### src/rtl/serial_add_ctrl.sv
// serial_add_ctrl: bit-serial adder controller driving one shared 1-bit full adder.
//   It latches the operands on an accepted start and adds them LSB-first over
//   WIDTH RUN cycles. The carry is registered between bits.
// Latency: the start edge plus WIDTH RUN edges, then a one-cycle done pulse.
//   Throughput is one operation per WIDTH+2 cycles.
// Backpressure: none. start is sampled only in IDLE and is ignored in RUN and
//   DONE; requests are not queued.
// Ports:
//   clk, rst_n             clock and asynchronous active-low reset
//   start, a, b, ci        request and operands, latched on an accepted start
//   busy, done             state decodes (busy=RUN, done=DONE)
//   sum, co                result; valid from done until the next accepted start
//   ovf                    signed overflow, present only when SERIAL_ADD_OVF_EN is defined
// Optional feature macro: SERIAL_ADD_OVF_EN (adds the ovf port and the cmsb register).

// One-bit full adder; the only adder logic in the design.
module fa_dataflow (
  input  logic a,
  input  logic b,
  input  logic ci,
  output logic s,
  output logic co
);
  assign s  = a ^ b ^ ci;
  assign co = (a & b) | (ci & (a ^ b));
endmodule

module serial_add_ctrl #(
  parameter int WIDTH = 8
) (
  input  logic             clk,
  input  logic             rst_n,
  input  logic             start,
  input  logic [WIDTH-1:0] a,
  input  logic [WIDTH-1:0] b,
  input  logic             ci,
  output logic             busy,
  output logic             done,
  output logic [WIDTH-1:0] sum,
  output logic             co
`ifdef SERIAL_ADD_OVF_EN
  ,
  output logic             ovf
`endif
);

  localparam int CW = (WIDTH > 1) ? $clog2(WIDTH) : 1;
  localparam logic [CW-1:0] LAST_BIT = CW'(WIDTH - 1);

  localparam logic [1:0] ST_IDLE = 2'd0;
  localparam logic [1:0] ST_RUN  = 2'd1;
  localparam logic [1:0] ST_DONE = 2'd2;

  logic [1:0]       r_state;
  logic [1:0]       w_state_nxt;
  logic [WIDTH-1:0] r_sa;
  logic [WIDTH-1:0] r_sb;
  logic [WIDTH-1:0] r_sum;
  logic             r_carry;
  logic [CW-1:0]    r_cnt;
  logic             w_fa_s;
  logic             w_fa_co;
  logic             w_accept;
  logic             w_last;

  fa_dataflow u_fa (
    .a  (r_sa[0]),
    .b  (r_sb[0]),
    .ci (r_carry),
    .s  (w_fa_s),
    .co (w_fa_co)
  );

  assign w_accept = (r_state == ST_IDLE) && start;
  assign w_last   = (r_cnt == LAST_BIT);

  always_comb begin
    w_state_nxt = r_state;
    case (r_state)
      ST_IDLE: if (start) w_state_nxt = ST_RUN;
      ST_RUN:  if (w_last) w_state_nxt = ST_DONE;
      ST_DONE: w_state_nxt = ST_IDLE;
      default: w_state_nxt = ST_IDLE;
    endcase
  end

  always_ff @(posedge clk or negedge rst_n) begin
    if (!rst_n) begin
      r_state <= ST_IDLE;
    end else begin
      r_state <= w_state_nxt;
    end
  end

  // Operand shifters, carry feedback, bit counter and sum collector.
  // In DONE and IDLE (without start) everything holds, which keeps sum/co
  // stable until the next accepted start.
  always_ff @(posedge clk or negedge rst_n) begin
    if (!rst_n) begin
      r_sa    <= '0;
      r_sb    <= '0;
      r_sum   <= '0;
      r_carry <= 1'b0;
      r_cnt   <= '0;
    end else if (w_accept) begin
      r_sa    <= a;
      r_sb    <= b;
      r_sum   <= '0;
      r_carry <= ci;
      r_cnt   <= '0;
    end else if (r_state == ST_RUN) begin
      r_sa    <= {1'b0, r_sa[WIDTH-1:1]};
      r_sb    <= {1'b0, r_sb[WIDTH-1:1]};
      // Each new sum bit enters at the MSB end, so after WIDTH shifts
      // bit 0 of the result has reached position 0.
      r_sum   <= {w_fa_s, r_sum[WIDTH-1:1]};
      r_carry <= w_fa_co;
      r_cnt   <= r_cnt + 1'b1;
    end
  end

`ifdef SERIAL_ADD_OVF_EN
  logic r_cmsb;

  // Carry into the MSB. The start value equals ci, so ovf reads 0 right
  // after an accepted start.
  always_ff @(posedge clk or negedge rst_n) begin
    if (!rst_n) begin
      r_cmsb <= 1'b0;
    end else if (w_accept) begin
      r_cmsb <= ci;
    end else if ((r_state == ST_RUN) && w_last) begin
      r_cmsb <= r_carry;
    end
  end

  // Two's-complement overflow: carry into MSB differs from carry out.
  // It is masked during RUN, where r_carry is still moving.
  assign ovf = (r_state != ST_RUN) & (r_cmsb ^ r_carry);
`endif

  assign busy = (r_state == ST_RUN);
  assign done = (r_state == ST_DONE);
  assign sum  = r_sum;
  assign co   = r_carry;

endmodule

### config.mk
export PLATFORM = sky130hd
export DESIGN_NAME = serial_add_ctrl
export DESIGN_NICKNAME = d
export VERILOG_FILES = /design/src/rtl/serial_add_ctrl.sv
export SDC_FILE = /design/constraint.sdc
export NUM_CORES = 1
export LEC_CHECK = 0
export BUFFER_PORTS_ARGS = -buffer_cell sky130_fd_sc_hd__buf_2
export CORE_MARGIN = 4
export CORE_UTILIZATION = 30
export CTS_CLUSTER_SIZE = 16
export DETAILED_ROUTE_END_ITERATION = 10
export MAX_ROUTING_LAYER = met4
export PLACE_DENSITY = 0.6
export SETUP_SLACK_MARGIN = 0.1
export SYNTH_ARGS = -nofsm -noshare
export SYNTH_HDL_FRONTEND = slang
export SYNTH_SLANG_ARGS = --single-unit
### constraint.sdc
create_clock -name clk -period 2 [get_ports clk]
set_input_delay 0.4 -clock clk [delete_from_list [all_inputs] [get_ports clk]]
set_output_delay 0.4 -clock clk [all_outputs]
set_load 0.1 [all_outputs]
# Word level (Yosys, flattened, before mapping)
# Index checks and enable logic that the tools add are counted.
dict set report word_totals {
  reg_bits 30
  out_inout_bits 11
}
dict set report classes {
  add_sub_neg 1
  eq_ne 5
  mux 13
  n_bitwise 5
  reduce_logical 4
}
# operator count
set op_table {}
lappend op_table {{$mux W8} 6}
lappend op_table {{$mux W3} 2}
lappend op_table {{$mux W2} 2}
lappend op_table {{$pmux W2 S2} 1}
lappend op_table {{$add A3 B1 Y3 const B} 1}
lappend op_table {{$eq A3 B3 Y1 const B} 1}
lappend op_table {{$and A1 B1 Y1} 2}
lappend op_table {{$eq A2 B1 Y1 const B} 1}
lappend op_table {{$eq A2 B2 Y1 const B} 1}
lappend op_table {{$logic_not A2 Y1} 1}
lappend op_table {{$mux W1} 2}
lappend op_table {{$ne A2 B1 Y1 const B} 1}
lappend op_table {{$ne A2 B2 Y1 const B} 1}
lappend op_table {{$reduce_and A2 Y1} 1}
lappend op_table {{$reduce_bool A2 Y1} 1}
lappend op_table {{$xor A1 B1 Y1} 2}
lappend op_table {{$logic_and A1 B1 Y1} 1}
lappend op_table {{$or A1 B1 Y1} 1}

# Logic depth before layout (Yosys ltp)
# Gate-level depths: netlist (run 1).
dict set report depth {
  word_depth 5
  ltp_mapped 5
  ltp_nobuf 4
}

# By module
# From an unflattened synthesis (run 1), not the netlist that was laid out.
dict set report hier_totals {
  cells_unflattened 122
  area_unflattened_um2 1422.6
}
# mod instances cells_each area_each_um2 seq_area_each_um2
set modules_own_cells {}
lappend modules_own_cells {serial_add_ctrl 1 121 1402.6 750.7}
lappend modules_own_cells {fa_dataflow 1 1 20.0 0.0}

# Worst setup path after synthesis (run 1)
# Ideal clock, no wire load.
dict set report synth_timing {
  path_type {register to output}
  startpoint {register r_state[1]}
  endpoint {output port done}
  t_arrival_ns 2.127
  t_required_ns 1.600
  slack_ns -0.527
  stages_incl_launch_ff 4
  cell_sequence {dfrtp_1 > buf_6 > clkbuf_1 > nor2b_1}
}
dict set report synth_between {
  elab_chain_len 1
}
# element line
set synth_rtl {}
lappend synth_rtl {{start: declaration} 54} ;# logic [1:0] r_state;
lappend synth_rtl {{start signal: assignment} 91} ;# r_state <= w_state_nxt;
lappend synth_rtl {{$eq A2 B2 Y1} 143} ;# assign done = (r_state == ST_DONE);
lappend synth_rtl {{end: declaration} 38} ;# output logic done,
# Every way passes these cells.

# Worst setup path in the final report (run 1)
# Ends and elaborated chain as after synthesis.

==> results of run 1 <==
[metrics by stage]
step / hold WS [ns] / std cells / instance area, um2 / setup slack [ns]
3_5_place_dp: 0.4835 / 197 / 1634 / 0.4622
3_3_place_gp: 0.4600 / 197 / 1634 / 0.5016
6_report: 0.1466 / 205 / 1750 / 0.1853
5_1_grt: 0.1975 / 205 / 1750 / 0.1291
4_1_cts: 0.1704 / 205 / 1750 / 0.1723
2_1_floorplan: 0.1044 / 121 / 1425 / 0.2817
[state kept, by name, indices dropped and copies added (netlist names)]
name and count:
r_sa 8, co 1, r_state 2, r_cnt 3, r_sb 8, sum 8
[layer usage]
layer	up-vias	GRT usage (%)	part of all wire, %
met1	522	15.00	48
met4	0	5.072	1.6
li1	497	-	-
met3	6	4.684	6.5
met2	35	16.81	43
met5	-	-	0
[cells in the final DEF, fill, tap and decap left out]
| cell type | instances |
|---|---|
| a211oi_1 | 10 |
| a21oi_1 | 1 |
| a222oi_1 | 5 |
| a22o_1 | 12 |
| and2_1 | 1 |
| buf_12 | 2 |
| buf_2 | 28 |
| buf_4 | 6 |
| bufinv_16 | 1 |
| clkbuf_1 | 1 |
| clkbuf_8 | 6 |
| dfrtp_1 | 29 |
| dfrtp_2 | 1 |
| fa_1 | 1 |
| ha_1 | 2 |
| inv_1 | 16 |
| mux2_2 | 1 |
| nor2_1 | 5 |
| nor2b_1 | 2 |
| nor2b_4 | 1 |
| nor3b_1 | 11 |
| nor4b_1 | 10 |
| o21bai_4 | 1 |
[worst max-delay path: cells and delay by family, from the launching register on]
kind | cells | cell delay (ns)
buffers and inverters | 2 | 0.42
AND/OR/NAND/NOR | 1 | 0.17
flip-flops | 1 | 0.54
[how the worst min path moves through the flow]
stage,start,endpoint,cells past startpoint
3_3_place_gp,rst_n,r_sb[2],1
6_report,rst_n,r_sb[4],1
4_1_cts,rst_n,sum[3],1
5_1_grt,rst_n,co,1
2_1_floorplan,rst_n,co,0
3_5_place_dp,rst_n,r_sb[2],1
[kinds of logic (layout without fill, tap and decap cells)]
group,count (synthesis),in the layout,synth area share [%]
AOI/OAI and AO/OA,29,29,17.93
muxes,1,1,0.7950
and+or+nand+nor,30,30,15.11
adders and majority gates,3,3,3.180
DFF,30,30,53.00
buffers and inverters,28,60,9.982
[synth_stat cells]
cell type	n	area, um2
mux2_2	1	11.26
buf_2	5	25.02
a21oi_1	1	5.000
inv_1	16	60.06
fa_1	1	20.02
and2_1	1	6.260
o21bai_4	1	18.77
nor2_1	5	18.77
nor3b_1	11	82.58
buf_6	4	45.04
a211oi_1	10	75.07
nor2b_1	3	18.77
dfrtp_1	30	750.7
a222oi_1	5	50.05
a22o_1	12	105.1
ha_1	2	25.02
clkbuf_1	3	11.26
nor4b_1	10	87.58
[area by class of cell]
cell class,count,area (um2),share of cell area [%]
clock buffer,7,86.33,4.932
sequential,30,752.0,42.96
clock inverter,1,30.03,1.716
multi-input combinational,63,531.8,30.38
timing repair buffer,36,225.2,12.87
inverter,16,60.06,3.431
tap,52,65.06,3.717
[where the power goes]
part,internal (uW),switching (uW),total (uW)
Sequential,884,157,1040
Combinational,536,1150,1680
Clock,406,230,636
Total,1830,1540,3360
==> reports/qor.csv, run 1 <==
stage,metric,value,unit
setup_path,reg2reg_from,r_state[1],
detailed_routing,drt_wl_total,3.140,mm
outcome,status,"finished, final reports clean",
yosys,postSynthCellCount,121,
yosys,synth_seq_area_share,53.00,%
clocking,cts_root_buffer,clkbuf_8,
sta,fin_crit,1.815,ns
floorplanning,rows,24,
placement,hpwl,2.168,mm
clocking,cts_tree,built,
yosys,yosys_warnings,0,
detailed_routing,initialDrtViolationCount,80,
sta,slew_violations,0,
sta,rsz0062_at_grt,no,
sta,setup_viol,0,
detailed_routing,wl_per_cell,15.32,um
sta,final.setup.tns,0,ns
detailed_routing,first_pass_iters,5,
setup_path,critPathArrivalTime,1.41,ns
setup_path,r2r-end,r_cnt[0],
sta,fmax,551.0,MHz
setup_path,critical-path-slowest-cell,dfrtp_1,
clocking,cts_num_sinks,30,
global_route,overflow,0,
yosys,yosysUniqueCellTypes,18,
clocking,insertion_delay,0.28,ns
placement,gp_congestion,0.7362,
power,vdd_drop_max,1.094,mV
floorplanning,die_x,76.71,um
cells_and_area,drive_gt1_share,30.72,%
cells_and_area,utilization,39.12,%
setup_path,cp_max_fo,11,
cells_and_area,n_antenna_cell,0,
yosys,avgSynthCellArea,11.71,um2
placement,io_buffer_count,30,
worst_hold_path,hold_class,primary input to asynchronous set/reset pin,
floorplanning,die_y,76.71,um
setup_path,critPathLaunchType,register,
global_route,grt_pass1_vias,1131,
cells_and_area,finalNetCount,175,
setup_path,worstPathRequired,1.60,ns
setup_path,reg2reg_depth,3,
global_route,grt_max_degree,31,
sta,min_period_over_period,90.74,%
power,total_leakage_power,0.0008221,uW
clocking,cts.htree.levels,2,
yosys,syn-cell-area,1416,um2
detailed_routing,via_per_inst,5.171,
yosys,synth_nets,144,
floorplanning,io-pin-count,31,
detailed_routing,drc,0,
power,p_total,3361,uW
global_route,grt_pass1_wl,5.354,mm
cells_and_area,syn_to_final_growth,23.59,%
clocking,numCtsBuffers,5,
sta,slew_headroom,54.59,%
floorplanning,coreArea,4474,um2
floorplanning,start_util,31.66,%
sta,hold_violations,0,
global_route,antenna_found_initial,0,
clocking,cts_hold_buf,0,
run,max-cap-violations,0,
clocking,cts_resized,0,
cells_and_area,fill_cells,457,
power,powerDensity,1920,nW/um2
setup_path,crit_type,register to output port,
yosys,ys_ff_latch,30,
sta,fin_skew,0.005520,ns
global_route,track_usage,11.88,%
setup_path,cp-end-kind,output port,
setup_path,cp-endpoint,done,
sta,worst_pin_slew,0.6794,ns
floorplanning,dieArea,5884,um2
detailed_routing,ant_nets,0,
clocking,postCtsSetupBuffers,0,
setup_path,cp_cell_sequence,buf_4 -> nor2b_4 -> buf_12,
setup_path,cp_slowest_stage_delay,0.54,ns
clocking,clockBufferDepth,2,
setup_path,cp-startpoint,r_state[1],
clocking,clk_pin_slew,0.07,ns
detailed_routing,vias,1060,
setup_path,r2r_slack,0.48,ns
(Power assumes the default switching activity.)
==> inputs of run 2 (changes only) <==
--- a/config.mk
+++ b/config.mk
@@ -8,2 +8,3 @@
 export BUFFER_PORTS_ARGS = -buffer_cell sky130_fd_sc_hd__buf_2
+export CAP_MARGIN = 20
 export CORE_MARGIN = 4
==> constraint.sdc (replaced) <==
create_clock -name clk -period 2 [get_ports clk]
set_input_delay 0.2 -clock clk [delete_from_list [all_inputs] [get_ports clk]]
set_output_delay 0.2 -clock clk [all_outputs]
set_load 0.1 [all_outputs]
==> run 2 against run 1 <==
- cell area down 0.93%
- clock power is 2% lower
- sequential power barely moved
- cell count fell by 0.98%
- global-route usage down 0.19 points
- setup slack improved by 0.14 ns
- critical path depth stayed put
- maximum frequency is 8.2% higher
- wire length is 2.3% lower
- flip-flop and latch count unchanged
- first-iteration DRC count grew 3.8%
- register-to-register slack improved by 0.11 ns
- highest routed layer unchanged
==> reports/qor.csv, run 2 (same netlist as run 1, synthesis figures left out) <==
stage,metric,value,unit,change
outcome,status,"finished, final reports clean",,unchanged
clocking,postCtsSetupBuffers,0,,unchanged
clocking,numCtsBuffers,5,,unchanged
detailed_routing,drt_wl_total,3.067,mm,was 3.140 mm
setup_path,cp-end-kind,output port,,unchanged
setup_path,cp-startpoint,r_state[1],,unchanged
global_route,grt_pass1_wl,5.306,mm,was 5.354 mm
placement,gp_congestion,0.7717,,was 0.7362
sta,slew_violations,0,,unchanged
clocking,insertion_delay,0.28,ns,about the same
floorplanning,die_x,76.71,um,unchanged
power,powerDensity,1914,nW/um2,was 1920 nW/um2
sta,hold_violations,0,,unchanged
sta,setup_viol,0,,unchanged
cells_and_area,multi_input_area,526.8,um2,was 531.8 um2
global_route,grt_pass1_vias,1103,,was 1131
cells_and_area,fin_cells,203,,was 205
detailed_routing,via_per_inst,5.163,,was 5.171
placement,place_ws,0.4552,ns,was 0.4622 ns
floorplanning,rows,24,,unchanged
detailed_routing,drc,0,,unchanged
floorplanning,dieArea,5884,um2,unchanged
setup_path,r2r_slack,0.59,ns,was 0.48 ns
placement,io_buffer_count,30,,unchanged
floorplanning,coreArea,4474,um2,unchanged
sta,fmax,596.1,MHz,was 551.0 MHz
setup_path,crit_type,register to output port,,unchanged
detailed_routing,ant_nets,0,,unchanged
global_route,track_usage,11.69,%,was 11.88%
global_route,grt_max_degree,31,,unchanged
clocking,clk_pin_slew,0.06,ns,was 0.07 ns
sta,fin_skew,0.006815,ns,was 0.005520 ns
cells_and_area,finalNetCount,173,,was 175
setup_path,cp_max_fo,17,,was 11
power,total_leakage_power,0.0008100,uW,was 0.0008221 uW
detailed_routing,wl_per_cell,15.11,um,was 15.32 um
sta,final.setup.tns,0,ns,unchanged
sta,worst_pin_slew,0.6721,ns,was 0.6794 ns
sta,min_period_over_period,83.88,%,was 90.74%
sta,rsz0062_at_grt,no,,unchanged
clocking,cts_root_buffer,clkbuf_8,,unchanged
power,vdd_drop_max,1.503,mV,was 1.094 mV
power,p_total,3319,uW,was 3361 uW
detailed_routing,first_pass_iters,4,,was 5
floorplanning,io-pin-count,31,,unchanged
sta,slew_headroom,55.07,%,was 54.59%
floorplanning,start_util,31.66,%,unchanged
setup_path,critPathArrivalTime,1.48,ns,was 1.41 ns
run,max-cap-violations,0,,unchanged
cells_and_area,fill_cells,438,,was 457
placement,dp.cells,194,,was 197
sta,holdWs,0.1536,ns,was 0.1466 ns
clocking,cts_tree,built,,unchanged
clocking,cts.htree.levels,2,,unchanged
placement,hpwl,2.091,mm,was 2.168 mm
sta,worst_slack,0.3224,ns,was 0.1853 ns
sta,fin_crit,1.678,ns,was 1.815 ns
detailed_routing,initialDrtViolationCount,83,,was 80
global_route,overflow,0,,unchanged
setup_path,reg2reg_from,r_state[0],,was r_state[1]
worst_hold_path,hold_class,primary input to register,,was primary input to asynchronous set/reset pin
clocking,clockBufferDepth,2,,unchanged
global_route,antenna_found_initial,0,,unchanged
clocking,cts_num_sinks,30,,unchanged
cells_and_area,layout_common_cells,"28 x buf_2, 28 x dfrtp_1, 16 x inv_1",,"was 29 x dfrtp_1, 28 x buf_2, 16 x inv_1"
setup_path,critPathLaunchType,register,,unchanged
detailed_routing,vias,1048,,was 1060
cells_and_area,n_antenna_cell,0,,unchanged
cells_and_area,syn_to_final_growth,22.44,%,was 23.59%
cells_and_area,drive_gt1_share,29.80,%,was 30.72%
floorplanning,die_y,76.71,um,unchanged
setup_path,worstPathRequired,1.80,ns,was 1.60 ns
worst_hold_path,min_from,b[7],,
cells_and_area,seq_area,753.2,um2,was 752.0 um2
run 2: cell types whose count changed in the layout (fill, tap and decap cells not counted):
cell	delta
buf_4	-3
nor2b_4	-1
dfrtp_1	-1
dlygate4sd3_1	+1
nor2b_2	+1
dfrtp_2	+1
run 2: layout make-up:
type	count	share of cell area, %
multi-input cells	63	30.38
well taps	52	3.752
repair buffers	34	12.27
flip-flops and latches	30	43.43
inverters	16	3.463
clock buffers	7	4.978
clock inverters	1	1.732
run 2: layer usage:
| layer | part of all wire, % | GRT usage (%) | wire (um) | vias to the layer above |
|---|---|---|---|---|
| met2 | 44 | 16.03 | 1342 | 46 |
| met4 | 1.3 | 4.348 | 40 | 0 |
| met1 | 47 | 15.13 | 1449 | 504 |
| li1 | - | - | - | 493 |
| met5 | 0 | - | 0 | - |
| met3 | 7.7 | 5.152 | 235 | 5 |
run 2: power by group:
| group | switching, uW | internal (uW) | leakage [uW] |
|---|---|---|---|
| sequential | 178 | 884 | 0.000363 |
| clock | 217 | 406 | 0.0000585 |
| combinational | 1120 | 511 | 0.000389 |
run 2: stage by stage:
step	instance area, um2	utilization [%]
6_report	1734	38.76
5_1_grt	1734	38.76
4_1_cts	1733	38.73
3_5_place_dp	1607	35.91
3_3_place_gp	1607	35.91
2_1_floorplan	1420	-
run 2: final timing paths:
| path | endpoint | cells after the start |
|---|---|---|
| setup reg to reg | r_sb[3] | 2 |
| hold reg to reg | r_cnt[1] | 1 |
| setup / recovery | done | 3 |
| min in group asynchronous | r_sb[2] | 2 |
| hold / removal | r_sb[7] | 2 |
| max in group asynchronous | r_state[1] | 2 |
run 2: what timing repair did:
action | CTS | global route
gates resized for setup | 0 | 1
hold buffers | 1 | 0
endpoints found under the hold margin | 30 | 0
setup endpoints to repair | 0 | 1
run 2: critical path, cell delays in order, from the launching register on:
cell and delay, ns:
dfrtp_2 0.55, buf_4 0.25, nor2b_2 0.20, buf_12 0.19
==> inputs of run 3 (changes only) <==
Clock period 2 ns to 1.6 ns, I/O delays scaled along.
==> run 3 against run 2 <==
- sequential power rose by 24%
- critical endpoint unchanged
- core utilization rose by 1.5 points
- non-clock buffer count rose by 8
- largest cell class unchanged
==> reports/qor.csv, run 3 (same netlist as run 1, synthesis figures left out) <==
stage,metric,value,unit,change
outcome,status,"finished, final reports clean",,unchanged
clocking,numCtsBuffers,5,,unchanged
power,pwr-share-clk,15.0,%,was 18.8%
power,p_seq_share,31.5,%,was 32.0%
run,max-cap-violations,0,,unchanged
setup_path,cp_slowest_stage_delay,0.42,ns,was 0.55 ns
power,powerDensity,2307,nW/um2,was 1914 nW/um2
clocking,clockBufferDepth,2,,unchanged
setup_path,path_depth,3,,unchanged
floorplanning,io-pin-count,31,,unchanged
setup_path,cpLargestDelayFamily,flip-flops,,unchanged
cells_and_area,n_antenna_cell,0,,unchanged
detailed_routing,vias,1070,,was 1048
sta,worst_pin_slew,0.4919,ns,was 0.6721 ns
clocking,cts_num_sinks,30,,unchanged
setup_path,cp-end-kind,output port,,unchanged
global_route,overflow,0,,unchanged
clocking,insertion_delay,0.28,ns,about the same
detailed_routing,ant_nets,0,,unchanged
detailed_routing,wl_per_cell,15.09,um,was 15.11 um
global_route,track_usage,11.61,%,was 11.69%
global_route,grt_pass1_wl,5.361,mm,was 5.306 mm
sta,final.setup.tns,0,ns,unchanged
clocking,cts_root_buffer,clkbuf_8,,unchanged
setup_path,cp_max_fo,26,,was 17
sta,worst_slack,0.1437,ns,was 0.3224 ns
sta,hold_violations,0,,unchanged
sta,slew_violations,0,,unchanged
power,power.share.combinational,53.5,%,was 49.2%
floorplanning,die_x,76.71,um,unchanged
floorplanning,coreArea,4474,um2,unchanged
sta,fmax,686.7,MHz,
setup_path,reg2reg_depth,4,,was 2
power,vdd_drop_max,1.311,mV,was 1.503 mV
placement,io_buffer_count,30,,unchanged
setup_path,critPathLaunchType,register,,unchanged
clocking,cts_tree,built,,unchanged
cells_and_area,drive_gt1_share,33.96,%,was 29.80%
global_route,antenna_found_initial,0,,unchanged
detailed_routing,drc,0,,unchanged
detailed_routing,drt_wl_total,3.184,mm,was 3.067 mm
detailed_routing,via_per_inst,5.071,,was 5.163
sta,fin_crit,1.456,ns,
power,total_leakage_power,0.0008435,uW,was 0.0008100 uW
setup_path,path_buf_inv,2,,unchanged
sta,min_period_over_period,91.02,%,
sta,slew_headroom,67.43,%,was 55.07%
global_route,grt_max_degree,27,,was 31
sta,rsz0062_at_grt,no,,unchanged
clocking,clk_pin_slew,0.06,ns,about the same
setup_path,crit_type,register to output port,,unchanged
setup_path,cp_cell_sequence,buf_8 -> nor2b_4 -> buf_12,,was buf_4 -> nor2b_2 -> buf_12
worst_hold_path,hold_depth,2,,unchanged
cells_and_area,layout_common_cells,"28 x buf_2, 28 x dfrtp_1, 15 x inv_1",,"was 28 x buf_2, 28 x dfrtp_1, 16 x inv_1"
power,p_int,2217,uW,was 1801 uW
placement,place_ws,0.3250,ns,was 0.4552 ns
placement,hpwl,2.245,mm,was 2.091 mm
setup_path,critPathArrivalTime,1.30,ns,was 1.48 ns
power,p_total,4153,uW,was 3319 uW
floorplanning,rows,24,,unchanged
cells_and_area,syn_to_final_growth,27.12,%,was 22.44%
power,power_switching,1936,uW,was 1518 uW
power,switching_share,46.63,%,was 45.74%
floorplanning,dieArea,5884,um2,unchanged
sta,setup_viol,0,,unchanged
clocking,cts.htree.levels,2,,unchanged
global_route,grt_pass1_vias,1149,,was 1103
cells_and_area,finalNetCount,181,,was 173
floorplanning,start_util,31.66,%,unchanged
floorplanning,die_y,76.71,um,unchanged
setup_path,critical-path-slowest-cell,dfrtp_1,,was dfrtp_2
detailed_routing,initialDrtViolationCount,50,,was 83
setup_path,worstPathRequired,1.44,ns,was 1.80 ns
placement,gp_congestion,0.7562,,was 0.7717
worst_hold_path,hold_class,primary input to register,,unchanged
sta,holdWs,0.1045,ns,was 0.1536 ns
detailed_routing,first_pass_iters,4,,unchanged
sta,fin_skew,0.006042,ns,was 0.006815 ns
## run 3: per-stage QoR
step	cell area [um2]	cells	util [%]
after floorplan	1428	121	-
after global placement	1657	198	37.02
after detailed placement	1657	198	37.02
after CTS	1763	207	39.40
after global routing	1800	211	40.24
final	1800	211	40.24
## run 3: power by group through the flow
stage               combinational, uW  sequential [uW]  clock (uW)
global placement                 2090             1300           0
finish                           2220             1310         623
floorplan                        1070             1970           0
CTS                              2160             1310         640
detailed placement               2150             1310           0
global route                     2380             1350         673
## run 3: area by class of cell
cell class	count	area (um2)
Fill cell	445	2674
Sequential cell	30	755.7
Multi-Input combinational cell	63	531.8
Timing Repair Buffer	42	296.5
Clock buffer	7	86.33
Tap cell	52	65.06
Inverter	16	60.06
Clock inverter	1	5.005
## run 3: per-layer routing
layer / vias up / wire length (um) / GRT usage (%)
met1: 522 / 1436 / 13.65
met4: 0 / 45 / 3.804
li1: 508 / - / -
met3: 7 / 231 / 4.098
met2: 33 / 1471 / 18.55
met5: - / 0 / -
## run 3: worst paths after layout
path                            start       to  slack, ns
min in group asynchronous       rst_n  r_sb[2]       0.29
min reg2reg                    sum[0]   sum[0]       0.50
min                              a[7]  r_sa[7]       0.10
max                        r_state[1]     done       0.14
max reg2reg                r_state[0]  r_sa[1]       0.27
max in group asynchronous       rst_n       co       0.84
## run 3: repair_timing
item | 4_1_cts | 5_1_grt
hold buffers | 1 | 0
resized for setup | 2 | 2
setup buffers | 0 | 4
setup endpoints to repair | 2 | 2
pin swaps | 0 | 0
hold endpoints to repair | 11 | 0
